[src/rtl/dmem_arbiter.sv]
// Two-port arbiter that lets the core and the loader share one single-ported data memory.
// A single transaction is in flight at a time; when both ports request together, round-robin decides.
module dmem_arbiter #(
   parameter int unsigned ADDR_W = 64,
   parameter int unsigned DATA_W = 64
) (
   input  logic              clk,
   input  logic              reset,
   input  logic              c_req,
   input  logic              c_we,
   input  logic [ADDR_W-1:0] c_addr,
   input  logic [DATA_W-1:0] c_wdata,
   output logic              c_ack,
   output logic              c_stall,
   input  logic              l_req,
   input  logic              l_we,
   input  logic [ADDR_W-1:0] l_addr,
   input  logic [DATA_W-1:0] l_wdata,
   output logic              l_ack,
   output logic [DATA_W-1:0] rdata,
   output logic              err,
   output logic [ADDR_W-1:0] mem_addr,
   output logic [DATA_W-1:0] mem_wdata,
   output logic              mem_write,
   output logic              mem_read,
   input  logic [DATA_W-1:0] mem_rdata,
   output logic              busy
);

   typedef enum logic [1:0] {StIdle, StAccess, StResp} state_t;

   state_t            state_q, state_d;
   logic              grant_q, grant_d;          // 1 = loader
   logic              last_grant_q, last_grant_d;
   logic              we_q, we_d;
   logic [ADDR_W-1:0] addr_q, addr_d;
   logic [DATA_W-1:0] wdata_q, wdata_d;
   logic              err_q, err_d;
   logic [DATA_W-1:0] rdata_q, rdata_d;
   logic              sel_l;

   always_ff @(posedge clk or negedge reset) begin
      if (!reset) begin
         state_q      <= StIdle;
         grant_q      <= 1'b0;
         last_grant_q <= 1'b1;
         we_q         <= 1'b0;
         addr_q       <= '0;
         wdata_q      <= '0;
         err_q        <= 1'b0;
         rdata_q      <= '0;
      end else begin
         state_q      <= state_d;
         grant_q      <= grant_d;
         last_grant_q <= last_grant_d;
         we_q         <= we_d;
         addr_q       <= addr_d;
         wdata_q      <= wdata_d;
         err_q        <= err_d;
         rdata_q      <= rdata_d;
      end
   end

   always_comb begin
      state_d      = state_q;
      grant_d      = grant_q;
      last_grant_d = last_grant_q;
      we_d         = we_q;
      addr_d       = addr_q;
      wdata_d      = wdata_q;
      err_d        = err_q;
      rdata_d      = rdata_q;
      // Loader wins when it is alone, or on a tie when the core was served last.
      sel_l        = l_req & (~c_req | ~last_grant_q);
      unique case (state_q)
         StIdle: begin
            if (c_req || l_req) begin
               grant_d = sel_l;
               we_d    = sel_l ? l_we    : c_we;
               addr_d  = sel_l ? l_addr  : c_addr;
               wdata_d = sel_l ? l_wdata : c_wdata;
               err_d   = (addr_d[2:0] != 3'b000);
               state_d = err_d ? StResp : StAccess;
            end
         end
         StAccess: begin
            if (!we_q) rdata_d = mem_rdata;
            state_d = StResp;
         end
         StResp: begin
            last_grant_d = grant_q;
            state_d      = StIdle;
         end
         default: state_d = StIdle;
      endcase
   end

   always_comb begin
      busy      = (state_q != StIdle);
      c_ack     = (state_q == StResp) & ~grant_q;
      l_ack     = (state_q == StResp) & grant_q;
      err       = (state_q == StResp) & err_q;
      mem_write = (state_q == StAccess) & we_q;
      mem_read  = (state_q == StAccess) & ~we_q;
      mem_addr  = (state_q == StAccess) ? addr_q  : '0;
      mem_wdata = (state_q == StAccess) ? wdata_q : '0;
      rdata     = rdata_q;
      c_stall   = c_req & ~c_ack;
   end

endmodule

[config.mk]
export PLATFORM = sky130hd
export DESIGN_NAME = dmem_arbiter
export DESIGN_NICKNAME = d
export VERILOG_FILES = /design/src/rtl/dmem_arbiter.sv
export SDC_FILE = /design/constraint.sdc
export NUM_CORES = 1
export LEC_CHECK = 0
export CELL_PAD_IN_SITES_DETAIL_PLACEMENT = 2
export CELL_PAD_IN_SITES_GLOBAL_PLACEMENT = 2
export CORE_ASPECT_RATIO = 0.6
export CORE_MARGIN = 5
export CORE_UTILIZATION = 24
export CTS_CLUSTER_DIAMETER = 120
export DETAILED_ROUTE_END_ITERATION = 6
export PLACE_DENSITY_LB_ADDON = 0.05
export SETUP_SLACK_MARGIN = 0.4
export SYNTH_ARGS = -nofsm -noshare
export SYNTH_HDL_FRONTEND = slang
export SYNTH_SLANG_ARGS = --single-unit
export TNS_END_PERCENT = 1
[constraint.sdc]
create_clock -name clk -period 2.1 [get_ports clk]
set_input_delay 0.315 -clock clk [delete_from_list [all_inputs] [get_ports clk]]
set_output_delay 0.315 -clock clk [all_outputs]
set_load 0.1 [all_outputs]
==> impl_metrics.json <==
{
  "worst_setup_path_type": "reg -> out",
  "internal_power_mw": 11.5,
  "worstPathArrival_ns": 1.76,
  "routed-via-count": 7786,
  "ys_flop_type": "dfrtp_1",
  "fin_tns_setup_ns": 0,
  "fmax_mhz": 482,
  "worst_path_max_delay_cell": "dfrtp_1",
  "final-setup-viol-count": 0,
  "timing.final.hold_violations": 0,
  "grt_start_max_net_pins": 74,
  "reg2reg_to": "wdata_q[10]$_DFFE_PN0P_",
  "required_ns": 1.78,
  "seq_area_frac_synth_pct": 49.8,
  "rr_startpoint": "state_q[1]$_DFFE_PN0P_",
  "synth_async_sr_flop_share_pct": 100,
  "post-route-min-period_ns": 2.07,
  "die-area_um2": 45800,
  "rrSetupSlack_ns": 0.18,
  "post_synth_num_cell_types": 22,
  "numClockSinks": 198,
  "critical-path-top-delay-family": "buffers and inverters",
  "area.growth.synth_to_final_pct": 89.6,
  "cts_root_buf": "clkbuf_16",
  "yosysTopAreaCell": "dfrtp_1",
  "layout-drive-gt1-share_pct": 49.7,
  "run_status": "finished clean",
  "critical_path.max_fanout": 11,
  "core_area_um2": 40700,
  "gp_congestion": 0.733,
  "vdd_drop_max_v": 0.000917,
  "p_comb_share_pct": 54.4,
  "drt-initial-drc-count": 196,
  "yosys_register_bits": 198,
  "die_y_um": 168,
  "placed_area_um2": 17300,
  "globalRoute.totalOverflow": 0,
  "worst_setup_end_kind": "output port",
  "global_route_wire_length_before_repair_um": 62300,
  "cellLeakagePower_nw": 8.14,
  "worstRegToRegCells": 6,
  "critical_path.endpoint": "mem_read",
  "hold_class": "in -> async",
  "synth_fp_nets": 1046,
  "synth_top_cells_by_area": "dfrtp_1, mux2_2, mux2_1",
  "avgViaCountPerCell": 4.25,
  "finalCritPeriodShare_pct": 98.7,
  "worst-path-stages": 5,
  "remaining_routing_drc_violations": 0,
  "synth_enable_flop_cells": 0,
  "avgSynthCellArea_um2": 13.8,
  "tritoncts_clock_tree": "yes",
  "layout.nets": 1579,
  "ioPinCount": 525,
  "dr.pass1.iters": 4,
  "drv_cap": 0,
  "dieWidth_um": 273,
  "timing.critical_path.from": "state_q[1]$_DFFE_PN0P_",
  "initial_core_util_pct": 24.5,
  "setup_repair_after_global_routing_missed_its_margin": "yes",
  "synth_area_um2": 9960,
  "timing.hold.ws_ns": 0.278,
  "max_stage_delay_ns": 0.41,
  "slew_headroom_pct": 69.0,
  "total_power_density_per_cell_area_nw_per_um2": 1150,
  "worst_skew_pair.late_latency_ns": 0.46,
  "per_cell_routed_wire_length_um": 23.2,
  "synthCells": 720,
  "row_count": 57,
  "crit_path_frequent_cell": "buf_12",
  "placedCellCount": 1788,
  "seq_power_share_pct": 29.2,
  "first_global_vias": 8926,
  "clock_power_share_pct": 16.5,
  "final-max-slew-violation-count": 0,
  "yosysWarningCount": 0,
  "cts-buffers-inserted": 17,
  "placement.setup.worst_slack_ns": -0.135,
  "finalWirelength_um": 42500,
  "antenna_violations_before_repair": 6,
  "p_sw_share_pct": 46.8,
  "switchingPower_mw": 10.1,
  "dp_hpwl_um": 32500,
  "timing.final.ws_setup_ns": 0.0272,
  "clock_path_buffers": 2,
  "port_buffers": 524,
  "synth_top_cell_area_share_pct": 49.5,
  "final-instance-count-excl-fill": 1830,
  "tightest_slew_ns": 0.463,
  "grt_usage_pct": 18.1,
  "cp_num_buf_inv": 3,
  "timing.critical_path.from_type": "flip-flop",
  "antenna_violating_nets_left": 0,
  "area_of_all_placed_cells_without_fillers_um2": 18900,
  "cts.htree.levels": 4,
  "final.setup_skew_ns": 0.0199,
  "critical_path.cell_chain": "nor2b_4, buf_12, nor2b_4, buf_12, buf_12",
  "clk_pin_slew_worst_paths_ns": 0.09
}
-- routing by layer --
| metal | GRT usage, % | wire length, µm | part of all wire, % | vias up |
|---|---|---|---|---|
| li1 | - | - | - | 3554 |
| met1 | 20.8 | 16500 | 39 | 3986 |
| met2 | 32.8 | 22700 | 53 | 203 |
| met3 | 5.63 | 2430 | 5.7 | 39 |
| met4 | 4.80 | 916 | 2.2 | 4 |
| met5 | 0 | 26 | 0.061 | - |
-- placed cells by master, fill, tap and decap left out, types with 2 or more instances in the layout --
cell	instances
nor2_1	2
mux2_2	85
dfrtp_1	197
inv_8	3
diode_2	4
and2_4	102
and2_2	17
inv_6	3
buf_6	2
mux2_1	95
nor2b_4	3
buf_16	8
inv_1	2
a21o_1	2
nor2_4	4
clkbuf_16	18
inv_12	2
clkinv_8	6
mux2_4	144
buf_12	149
buf_8	3
clkdlybuf4s50_1	324
and2_1	10
nor3_1	3
buf_4	74
-- cells in the mapped netlist (3+ instances only) --
master	n
buf_8	4
dfrtp_1	197
buf_4	6
buf_2	9
mux2_4	10
mux2_2	215
nor3_1	3
buf_6	16
mux2_1	99
clkbuf_1	14
and2_1	129
nor2_1	5
-- worst min path at each step --
stage          start                endpoint  cells after the start
2_1_floorplan  reset   addr_q[0]$_DFFE_PN0P_                      0
3_3_place_gp   reset  addr_q[20]$_DFFE_PN0P_                      1
3_5_place_dp   reset  addr_q[20]$_DFFE_PN0P_                      1
4_1_cts        reset  addr_q[20]$_DFFE_PN0P_                      2
5_1_grt        reset  addr_q[20]$_DFFE_PN0P_                      2
6_report       reset  addr_q[20]$_DFFE_PN0P_                      2
-- sequential cells by signal, indices dropped and copies added, names as in the netlist --
signal,flops
state_q,2
addr_q,64
rdata,64
grant_q,1
err_q,1
wdata_q,64
last_grant_q,1
we_q,1
-- cell families (layout without fill, tap and decap cells) --
group	count (synthesis)	count (layout)	share of synthesized area, %
simple gates	143	143	8.92
mux	325	325	37.1
flops	198	198	49.8
other cells	0	4	0
compound gates	3	3	0.264
buf+inv	51	597	3.92
-- cell type report --
| type | instances | area (µm²) |
|---|---|---|
| antenna | 4 | 10.0 |
| fill | 3864 | 21800 |
| clock buffer | 17 | 425 |
| multi-input combinational | 471 | 5450 |
| inverter | 2 | 7.51 |
| sequential | 198 | 4960 |
| clock inverter | 15 | 210 |
| tap | 560 | 701 |
| timing repair buffer | 563 | 7120 |
-- per-stage QoR --
| stage | power (mW) | util (%) |
|---|---|---|
| 4_1_cts | 21.9 | 45.9 |
| 6_report | 21.6 | 46.4 |
| 3_3_place_gp | 17.0 | 42.6 |
| 3_5_place_dp | 17.2 | 42.6 |
| 2_1_floorplan | 13.9 | - |
| 5_1_grt | 22.6 | 46.4 |
-- repair_timing --
action                                  4_1_cts  5_1_grt
endpoints found under the hold margin        13        0
endpoints found under the setup margin      310      317
buffers inserted                              3        0
pin swaps                                    47       61
hold buffers                                  1        0
resized for setup                           195       70
cloned                                        1        1
-- power by group through the flow --
stage	sequential (mW)	clock, mW	combinational (mW)
floorplan	10.4	0	3.48
global placement	6.19	0	10.8
detailed placement	6.27	0	11.0
CTS	6.29	3.74	11.8
global route	6.54	3.89	12.2
finish	6.31	3.57	11.8
Note: power is estimated with default switching activity, not from simulation.
